[config.mk]
export PLATFORM = sky130hd
export DESIGN_NAME = fetcher
export DESIGN_NICKNAME = d
export VERILOG_FILES = /design/src/rtl/fetcher_pkg.sv /design/src/rtl/fetcher_inst_queue.sv /design/src/rtl/fetcher.sv
export SDC_FILE = /design/constraint.sdc
export NUM_CORES = 1
export LEC_CHECK = 0
export CORE_UTILIZATION = 50
export CTS_CLUSTER_DIAMETER = 120
export CTS_CLUSTER_SIZE = 20
export DETAILED_ROUTE_END_ITERATION = 7
export PLACE_DENSITY_LB_ADDON = 0.08
export SLEW_MARGIN = 0
export SYNTH_ARGS = -nofsm -noshare
export SYNTH_HDL_FRONTEND = slang
export SYNTH_SLANG_ARGS = --single-unit
[constraint.sdc]
create_clock -name clk -period 4.05 [get_ports clk]
set_input_delay 1.215 -clock clk [delete_from_list [all_inputs] [get_ports clk]]
set_output_delay 1.215 -clock clk [all_outputs]
set_load 0.02 [all_outputs]
[src/rtl/fetcher_pkg.sv]
// rtl/fetcher_pkg.sv - shared widths, encodings and queue entry type for the fetcher
package fetcher_pkg;

    localparam int InstAddrBus = 32;
    localparam int InstBus     = 32;

    localparam logic [InstBus-1:0]     NOP_INST = 32'h0000_0013;
    localparam logic [InstAddrBus-1:0] PC_STEP  = 32'd4;

    localparam logic [1:0] ST_IDLE = 2'd0;
    localparam logic [1:0] ST_WAIT = 2'd1;
    localparam logic [1:0] ST_KILL = 2'd2;

    typedef struct packed {
        logic [InstAddrBus-1:0] pc;
        logic [InstBus-1:0]     inst;
    } iq_entry_t;

endpackage

[src/rtl/fetcher_inst_queue.sv]
// rtl/fetcher_inst_queue.sv - synchronous FIFO of {pc, inst} pairs with single-cycle flush
module fetcher_inst_queue
    import fetcher_pkg::*;
#(
    parameter int DEPTH = 4
) (
    input  logic                   clk,
    input  logic                   rst,
    input  logic                   i_push,
    input  logic                   i_pop,
    input  logic                   i_flush,
    input  iq_entry_t              i_data,
    output iq_entry_t              o_head,
    output logic                   o_full,
    output logic                   o_empty,
    output logic [$clog2(DEPTH):0] o_count
);

    localparam int PW = $clog2(DEPTH);

    iq_entry_t     r_mem [DEPTH];
    logic [PW-1:0] r_rd_ptr;
    logic [PW-1:0] r_wr_ptr;
    logic [PW:0]   r_count;

    logic w_do_push;
    logic w_do_pop;

    assign o_full    = (r_count == (PW+1)'(DEPTH));
    assign o_empty   = (r_count == '0);
    assign o_count   = r_count;
    assign o_head    = r_mem[r_rd_ptr];
    assign w_do_push = i_push & ~o_full;
    assign w_do_pop  = i_pop & ~o_empty;

    // Storage needs no reset; validity is tracked entirely by r_count.
    always_ff @(posedge clk) begin
        if (w_do_push && !rst && !i_flush) begin
            r_mem[r_wr_ptr] <= i_data;
        end
    end

    always_ff @(posedge clk) begin
        if (rst || i_flush) begin
            r_rd_ptr <= '0;
            r_wr_ptr <= '0;
            r_count  <= '0;
        end else begin
            if (w_do_push) begin
                r_wr_ptr <= r_wr_ptr + 1'b1;
            end
            if (w_do_pop) begin
                r_rd_ptr <= r_rd_ptr + 1'b1;
            end
            case ({w_do_push, w_do_pop})
                2'b10:   r_count <= r_count + 1'b1;
                2'b01:   r_count <= r_count - 1'b1;
                default: r_count <= r_count;
            endcase
        end
    end

endmodule

[src/rtl/fetcher.sv]
// rtl/fetcher.sv - instruction fetch unit: one outstanding memory request, instruction queue, decoder output stage
module fetcher
    import fetcher_pkg::*;
#(
    parameter int                     IQ_DEPTH = 4,
    parameter logic [InstAddrBus-1:0] RESET_PC = 32'h0000_0000
) (
    input  logic                   clk,
    input  logic                   rst,
    input  logic                   stall,
    input  logic                   misTaken,
    input  logic [InstAddrBus-1:0] jumpAddr,
    output logic                   memReq,
    output logic [InstAddrBus-1:0] memAddr,
    input  logic                   memReady,
    input  logic                   memValid,
    input  logic [InstBus-1:0]     memData,
    output logic [InstAddrBus-1:0] instPC,
    output logic [InstBus-1:0]     inst,
    output logic                   DecEn
);

    localparam int CW = $clog2(IQ_DEPTH) + 1;

    logic [1:0]             r_state;
    logic [InstAddrBus-1:0] r_fetch_pc;
    logic [InstAddrBus-1:0] r_inst_pc;
    logic [InstBus-1:0]     r_inst;
    logic                   r_dec_en;

    logic          w_issue;
    logic          w_push;
    logic          w_pop;
    iq_entry_t     w_push_entry;
    iq_entry_t     w_iq_head;
    logic          w_iq_full;
    logic          w_iq_empty;
    logic [CW-1:0] w_iq_count;

    assign memReq  = (r_state == ST_IDLE) & ~rst & ~misTaken & (w_iq_count < CW'(IQ_DEPTH));
    assign memAddr = r_fetch_pc;
    assign w_issue = memReq & memReady;

    // fetchPC already advanced at accept time, so the returning word belongs to fetchPC-4.
    assign w_push       = (r_state == ST_WAIT) & memValid & ~misTaken & ~w_iq_full;
    assign w_push_entry = '{pc: r_fetch_pc - PC_STEP, inst: memData};
    assign w_pop        = ~stall & ~misTaken & ~w_iq_empty;

    fetcher_inst_queue #(
        .DEPTH(IQ_DEPTH)
    ) u_inst_queue (
        .clk    (clk),
        .rst    (rst),
        .i_push (w_push),
        .i_pop  (w_pop),
        .i_flush(misTaken),
        .i_data (w_push_entry),
        .o_head (w_iq_head),
        .o_full (w_iq_full),
        .o_empty(w_iq_empty),
        .o_count(w_iq_count)
    );

    always_ff @(posedge clk) begin
        if (rst) begin
            r_state    <= ST_IDLE;
            r_fetch_pc <= RESET_PC;
        end else begin
            if (misTaken) begin
                r_fetch_pc <= jumpAddr;
            end else if (w_issue) begin
                r_fetch_pc <= r_fetch_pc + PC_STEP;
            end

            case (r_state)
                ST_IDLE: if (w_issue) r_state <= ST_WAIT;
                ST_WAIT: begin
                    if (memValid) begin
                        r_state <= ST_IDLE;
                    end else if (misTaken) begin
                        r_state <= ST_KILL;
                    end
                end
                ST_KILL: if (memValid) r_state <= ST_IDLE;
                default: r_state <= ST_IDLE;
            endcase
        end
    end

    always_ff @(posedge clk) begin
        if (rst) begin
            r_inst_pc <= '0;
            r_inst    <= '0;
            r_dec_en  <= 1'b0;
        end else if (misTaken) begin
            r_dec_en <= 1'b0;
        end else if (!stall) begin
            if (!w_iq_empty) begin
                r_inst_pc <= w_iq_head.pc;
                r_inst    <= w_iq_head.inst;
                r_dec_en  <= 1'b1;
            end else begin
                r_dec_en <= 1'b0;
            end
        end
    end

    assign instPC = r_inst_pc;
    assign inst   = r_inst;
    assign DecEn  = r_dec_en;

endmodule

# == Yosys cells after proc, flatten, opt, wreduce, memory -nomap -nowiden ==
# Memories as Yosys holds them, arrays and structs flattened. A register that Yosys moved wholly into a read port is not among the register bits.
# Index checks and enable logic that the tools add are counted.
# classes
eq_ne,8
add_sub_neg,6
mux,11
reduce_logical,12
n_bitwise,16
n_lt_le_gt_ge,1
# ops
cell,count
32-bit two-way mux,2
32-bit by 3-bit adder with 32-bit output (second input constant),1
32-bit by 3-bit subtractor with 32-bit output (second input constant),1
1-bit bitwise AND,11
2-bit two-way mux,4
2-bit one-hot mux with 3 select lines,1
3-bit one-hot mux with 2 select lines,1
3-bit AND reduction,2
1-bit inverter,5
2-bit by 1-bit adder with 2-bit output (second input constant),2
2-bit by 1-bit == test with 1-bit output (second input constant),2
2-bit == test (second input constant),2
2-bit != test (second input constant),2
2-bit nonzero test,2
3-bit by 1-bit adder with 3-bit output (second input constant),1
3-bit == test (second input constant),1
3-bit zero test,1
3-bit < comparator (second input constant),1
1-bit two-way mux,3
3-bit != test (second input constant),1
3-bit by 1-bit subtractor with 3-bit output (second input constant),1
1-bit logical AND,2
1-bit zero test,2
2-bit zero test,1
other kinds (2),2
# totals
word_cells,61
ramBits,256
inputBits,70
out_inout_bits,98
ff_bits,42
mem_count,1
# mem_list
memory,words,word_bits,rd,rd_ports_with_merged_regs,write_ports,line_no,source
u_inst_queue.r_mem,4,64,1,1,1,fetcher_inst_queue.sv:21,iq_entry_t r_mem [DEPTH];

# == Depth between registers and ports, before layout ==
# Gate-level depths: netlist (run 1).
# depth
ltp_word,9
mapped_depth,10
depth_no_buf,9

# == Modules after synthesis ==
# A second synthesis (run 1) with hierarchy kept.
# hier_totals
cells_unflattened,1015
area_unflattened_um2,14471.4
# by_module_without_submodules
module,area_each_um2,cells_each,instances,seq_area_each_um2
fetcher_inst_queue,9709.3,389,1,7867.5
fetcher,4762.1,626,1,1981.9

# == Worst setup path before layout (run 1) ==
# OpenSTA, ideal clock, no wires.
# synth_path
path_kind,input port to flip-flop
from,in misTaken
to,mem u_inst_queue.r_mem[0][0] in the netlist's numbering (enable)
t_arrival_ns,3.554
required_ns,3.621
setup_time_ns,0.429
path_slack_ns,0.067
cell_stages,4
path_buffers,1
path_cell_list,clkbuf_1 nand4bb_1 a31oi_1 and3_1
# synth_via
elab_chain_len,8
word_cells_on_any_way,9
classes_between,mux (2); bitwise (4); reduce/logical (3)
# synth_rtl
element,line_no,source
start: declaration,fetcher.sv:11,"input logic misTaken,"
1-bit inverter (no source line),-,
1-bit bitwise AND (2 in a row),fetcher.sv:45,assign w_push = (r_state == ST_WAIT) & memValid & ~misTaken & ~w_iq_full;
1-bit bitwise AND,fetcher_inst_queue.sv:33,assign w_do_push = i_push & ~o_full;
1-bit logical AND,fetcher_inst_queue.sv:38,if (w_do_push && !rst && !i_flush) begin
1-bit logical AND (*),fetcher_inst_queue.sv:38,
1-bit two-way mux (*),fetcher_inst_queue.sv:38,
1-bit two-way mux (implied by the code) (*),fetcher_inst_queue.sv:39,r_mem[r_wr_ptr] <= i_data;
end: declaration,fetcher_inst_queue.sv:21,
# Mark *: on every way between the ends. The rest lies on a longest branch, timed or not.

# == Worst setup path in the final report (run 1) ==
# layout_path
from,in misTaken
to,out memReq
# layout_via
elab_chain_len,3
# layout_rtl
element,line_no,source
1-bit inverter (no source line),-,
1-bit bitwise AND (2 in a row),fetcher.sv:40,assign memReq = (r_state == ST_IDLE) & ~rst & ~misTaken & (w_iq_count < CW'(IQ_DEPTH));
end: declaration,fetcher.sv:13,"output logic memReq,"
# Every way passes these cells.

==> results of run 1 <==
-- flip-flops by register name, indices dropped and copies added, names as in the netlist --
name,count
r_state,2
inst,32
u_inst_queue.r_mem,256
memAddr,32
DecEn,1
u_inst_queue.r_wr_ptr,2
u_inst_queue.r_rd_ptr,2
u_inst_queue.o_count,3
instPC,32
-- worst reg2reg max path, stage by stage, from the launching register on --
cell and delay [ps]:
dfxtp_1 650, ha_1 480, nand2_1 140, or4_1 690
or4_1 540, a31oi_1 180
-- power by group through the flow --
stage / logic, mW / clock network (mW) / registers [mW]
floorplan: 0.185 / 0 / 4.13
global placement: 0.361 / 0 / 4.15
detailed placement: 0.368 / 0 / 4.15
CTS: 0.369 / 2.31 / 4.07
global route: 0.402 / 2.43 / 4.07
finish: 0.367 / 2.24 / 4.07
-- how the worst min path moves through the flow --
| stage | startpoint | endpoint | slack (ps) | depth (start not counted) |
|---|---|---|---|---|
| after global routing | inst[6] | inst[6] | 470 | 2 |
| final | instPC[28] | instPC[28] | 450 | 2 |
| after detailed placement | inst[5] | inst[5] | 450 | 2 |
| after CTS | instPC[20] | instPC[20] | 460 | 2 |
| after floorplan | u_inst_queue.o_count[1] | u_inst_queue.o_count[1] | 480 | 2 |
| after global placement | instPC[21] | instPC[21] | 440 | 2 |
-- cells by family (layout without fill, tap and decap cells) --
family / after synthesis / count (layout) / synth area share (%)
AOI/OAI and AO/OA: 130 / 130 / 5.484
adders and majority gates: 8 / 8 / 0.7415
xor gates and xnor gates: 37 / 37 / 2.233
buffers and inverters: 100 / 247 / 2.699
and+or+nand+nor: 330 / 330 / 11.03
muxes: 68 / 68 / 10.22
DFF: 362 / 362 / 67.60
-- final cells by class --
cell class | count | share of cell area (%)
Inverter | 19 | 0.4116
Sequential cell | 362 | 56.65
Timing Repair Buffer | 189 | 11.37
Tap cell | 384 | 2.773
Clock inverter | 2 | 0.2888
Clock buffer | 37 | 3.502
Multi-Input combinational cell | 573 | 25.00
-- stage by stage --
| stage | hold slack (ps) | setup WS (ps) | cell area (um2) |
|---|---|---|---|
| global route | 470.1 | 211.1 | 17330 |
| global placement | 440.6 | 2.149 | 16670 |
| floorplan | 481.5 | 67.00 | 14510 |
| CTS | 457.8 | 293.2 | 17330 |
| detailed placement | 447.3 | 10.96 | 16670 |
| finish | 454.0 | 335.4 | 17330 |
-- metal layers --
metal | wire length (um) | up-vias | track usage (%)
met5 | 0 | - | 0
met4 | 398 | 0 | 4.617
met3 | 1663 | 30 | 3.067
met2 | 15120 | 243 | 35.29
met1 | 14170 | 4556 | 31.09
li1 | - | 4169 | -
-- placed cells by master (no fill, tap or decap), drive strengths merged, types with 23 or more instances in the layout --
cell type,n
edfxtp,256
clkdlybuf4s50,165
nand2,161
dfxtp,106
a21oi,70
mux4,64
nor2,37
clkbuf,37
xor2,25
buf,23
==> results.yml, run 1 <==
status:
  status: "completed"
global_route:
  antenna_found_initial: 0
  first_global_vias: 8776
  grt_start_max_net_pins: 66
  grt_pass1_wl_um: 49100
  grt_util_all_layers_pct: 21.66
  grt_remaining_overflow: 0
clock_network:
  cts.clk_slew.worst_paths_ps: 80
  cts_sinks: 362
  hold_buffers: 0
  clockRootBuffer: "clkbuf_16"
  cts_buffer_depth: 3
  postCtsResizedCells: 1
  cts_tree: "yes"
  htree_num_levels: 1
  clkLatencyLatePin_ps: 540
  cts_made_buffers: 22
  cts_setup_buffers: 0
yosys:
  synth_top_area_share_pct: 52.97
  synth.area.top_cells: "edfxtp_1, dfxtp_1, mux4_2, nand2_1, a21oi_1"
  syn_area_um2: 14510
  synth_flop_cell: "edfxtp_1"
  yosys.area.top_type: "edfxtp_1"
  synth_cells: 1035
  ys_seq_area_share_pct: 67.60
  synth_enable_flop_cells: 256
  yosysMostFrequentCell: "edfxtp_1"
  yosys_warnings: 0
  synth_common_cells: "edfxtp_1, nand2_1, dfxtp_1, a21oi_1"
  ys_types: 58
  avgSynthCellArea_um2: 14.02
  synth_nets: 1113
  yosys_register_bits: 362
  async_flop_share_pct: 0
setup_path:
  rrSetupSlack_ps: 1310
  crit_slowest_cell: "clkdlybuf4s50_1"
  critPathLaunch: "misTaken"
  slowest_delay_ps: 430
  path_cells: "clkdlybuf4s50_1 -> or2_2 -> nor4_1 -> dlygate4sd2_1"
  endpoint_kind: "primary output"
  crit_required_ps: 2830
  critPathArrivalTime_ps: 2500
  cpLargestDelayFamily: "buffers and inverters"
  r2r-start: "memAddr[3]"
  path_class: "in -> out"
  cp-endpoint: "memReq"
  start_kind: "input pin"
  r2r.worst_path.cells: 5
  crit_cells: 4
  worstReg2RegEnd: "memAddr[20]"
  critPathMaxFanout: 2
  path_buf_inv: 2
pwr:
  pwr-share-clk_pct: 33.6
  switching_share_pct: 21.91
  power_density_nw_per_um2: 385.3
  power.switching_mw: 1.462
  p_leak_nw: 5.371
  p_total_mw: 6.676
  seqPwrFrac_pct: 60.9
  peakVddDrop_v: 0.0002798
  internal-power_mw: 5.214
  p_comb_share_pct: 5.5
floorplanning:
  start_util_pct: 50.69
  core_um2: 28630
  die_area_um2: 29710
  io-pin-count: 168
  rows: 62
  die-height_um: 172.4
  dieWidth_um: 172.4
place:
  dp.cells: 1527
  io_buffer_count: 167
  hpwl_um: 19240
  gp_congestion: 0.8212
drt:
  postRouteWirelength_um: 31350
  first_pass_iters: 5
  drt-initial-drc-count: 580
  avgRoutedWirePerCell_um: 20.02
  ant_nets: 0
  drt-vias-per-instance: 5.746
  drc: 0
  via_count: 8998
sta:
  fin_skew_ps: 23.89
  hold_violations: 0
  worst_pin_slew_ps: 1026
  setup-tns-final_ps: 0
  drv_slew: 0
  setup_viol: 0
  fin_crit_sh_pct: 91.72
  rsz0062_at_grt: "no"
  slew_headroom_pct: 31.61
  max_freq_mhz: 269.2
  min_period_ps: 3715
finish:
  nFillCells: 2244
  fin_nets: 1245
  final_core_util_pct: 60.53
  multi_input_comb_area_um2: 4332
  final_layout_size_suffix_gt1_share_pct: 10.66
  area_growth_pct: 19.41
  finalNonFillerCells: 1566
  regArea_um2: 9817
  n_antenna_cell: 0
job:
  maxCapViolCount: 0
min_path:
  hold_path.class: "reg -> reg"
Power figures use the tool's default switching activity.
==> run 2: changes to the inputs <==
- ABC_AREA: unset -> 1
- CORE_UTILIZATION: 50 -> 61
- clock period: 4.05 -> 4.6 ns (I/O delays scaled with it)
==> run 2 against run 1 <==
  * Sequential share of layout area is 1.1 points lower
  * Combinational power is 2% lower
  * Die area is 15% lower
  * Worst setup slack better by 140 ps
  * Critical path type unchanged
  * Highest routed layer unchanged
  * Clock power is 13% lower
  * Routed wire length is 12% higher
  * Sequential power is 13% lower
  * Largest cell class unchanged
  * Critical path depth is 1 higher
==> results.yml, run 2 <==
yosys:
  avgSynthCellArea_um2: 10.28
  synth_enable_flop_cells: 256
  synth_cells: 1463
  syn_area_um2: 15030
  synth_top_area_share_pct: 51.14
  async_flop_share_pct: 0
  yosys_register_bits: 362
  synth_common_cells: "nand2_1, edfxtp_1, nor2_1, dfxtp_1, o21ai_0"
  synth_flop_cell: "edfxtp_1"
  yosys.area.top_type: "edfxtp_1"
  yosys_warnings: 0
  ys_seq_area_share_pct: 65.25
  ys_types: 36
  yosysMostFrequentCell: "nand2_1"
  synth_nets: 1541
  synth.area.top_cells: "edfxtp_1, dfxtp_1, nand2_1, nor2_1, o21ai_0"
drt:
  avgRoutedWirePerCell_um: 18.11
  drc: 0
  postRouteWirelength_um: 34980
  ant_nets: 0
  drt-initial-drc-count: 1069
  via_count: 11040
  drt-vias-per-instance: 5.712
  first_pass_iters: 5
sta:
  holdWs_ps: 456.6
  max_freq_mhz: 242.2
  hold_violations: 0
  min_period_ps: 4129
  setup_viol: 0
  worst_pin_slew_ps: 1121
  setup-tns-final_ps: 0
  fin_skew_ps: 29.78
  drv_slew: 0
  slew_headroom_pct: 25.25
  rsz0062_at_grt: "no"
  fin_crit_sh_pct: 89.76
floorplanning:
  io-pin-count: 168
  die-height_um: 159.0
  start_util_pct: 62.00
  dieWidth_um: 159.0
  rows: 57
  core_um2: 24250
  die_area_um2: 25280
global_route:
  first_global_vias: 10700
  antenna_found_initial: 0
  grt_start_max_net_pins: 84
  grt_remaining_overflow: 0
  grt_pass1_wl_um: 55900
  grt_util_all_layers_pct: 27.79
clock_network:
  cts_setup_buffers: 0
  hold_buffers: 0
  clockRootBuffer: "clkbuf_16"
  htree_num_levels: 1
  cts.clk_slew.worst_paths_ps: 80
  cts_sinks: 362
  cts_tree: "yes"
  cts_made_buffers: 22
  cts_buffer_depth: 3
  clkLatencyLatePin_ps: 540
  postCtsResizedCells: 0
pwr:
  p_leak_nw: 6.021
  power_density_nw_per_um2: 332.6
  peakVddDrop_v: 0.0002770
setup_path:
  critPathMaxFanout: 2
  crit_required_ps: 3220
  critPathArrivalTime_ps: 2750
  rrSetupSlack_ps: 1690
  start_kind: "input pin"
  path_class: "in -> out"
  endpoint_kind: "primary output"
place:
  dpl_cell_area_um2: 17010
  io_buffer_count: 167
  hpwl_um: 21480
  gp_congestion: 0.8727
finish:
  mostFrequentLayoutCells: "nand2_1, edfxtp_1, nor2_1"
  top_register: "u_inst_queue.r_mem"
  area_growth_pct: 17.47
  n_antenna_cell: 0
  largest_register_ffs: 256
  final_core_util_pct: 72.83
  final_common_cell: "nand2_1"
  design_area_um2: 17660
  fin_nets: 1670
  final_layout_size_suffix_gt1_share_pct: 6.095
job:
  maxCapViolCount: 0
status:
  status: "completed"
min_path:
  hold_path.class: "reg -> reg"
==> run 2: cell types whose count changed in the layout (fill, tap and decap cells not counted), moves of 30 or more <==
cell,delta
a21oi_1,+30
inv_1,+46
o22ai_1,+64
nand3_1,+34
nand2_1,+107
nor2_1,+158
mux4_2,-64
o21ai_1,+56
o21ai_0,+99
==> run 2: path summary, 6_finish.rpt <==
check / startpoint / endpoint / cells after the start
setup / recovery: misTaken / memReq / 5
hold / removal: u_inst_queue.o_count[0] / u_inst_queue.o_count[0] / 1
setup reg to reg: u_inst_queue.r_rd_ptr[0] / inst[8] / 6
hold reg to reg: u_inst_queue.o_count[0] / u_inst_queue.o_count[0] / 1
==> run 2: metal layers <==
layer	wire length, um	track usage (%)
met1	15000	39.22
met4	714	8.129
met3	2503	2.943
met5	0	0
met2	16770	46.01
==> run 2: kinds of logic (layout without fill, tap and decap cells) <==
family,after synthesis,after routing,share of synthesized area [%]
AOI/OAI and AO/OA,338,338,11.97
xor gates and xnor gates,28,28,1.631
adders and majority gates,8,8,0.7158
buffers and inverters,162,307,4.503
DFF,362,362,65.25
and+or+nand+nor,565,565,15.93
==> run 2: report_power, final <==
group | internal (mW) | switching, mW
logic | 0.143 | 0.216
clock network | 0.924 | 1.03
registers | 3.52 | 0.0414
==> run 2: cell type report <==
| type | count | area [um2] |
|---|---|---|
| Clock buffer | 38 | 610.6 |
| Clock inverter | 2 | 36.28 |
| Fill cell | 1791 | 6589 |
| Inverter | 80 | 301.5 |
| Multi-Input combinational cell | 939 | 4597 |
| Sequential cell | 362 | 9814 |
| Tap cell | 324 | 405.4 |
| Timing Repair Buffer | 187 | 1894 |
==> run 2: critical path, cell delays in order <==
cell and delay, ps:
clkdlybuf4s50_1 460, nor2_4 130, nand3_1 110, inv_1 80, clkdlybuf4s50_1 590
==> run 2: through the flow <==
step	std cells	total power, mW	setup WS [ps]
global route	1932	6.049	412.3
CTS	1932	5.895	464.0
global placement	1892	3.985	492.5
finish	1932	5.873	471.0
floorplan	1463	3.818	-410.2
detailed placement	1892	3.992	464.8
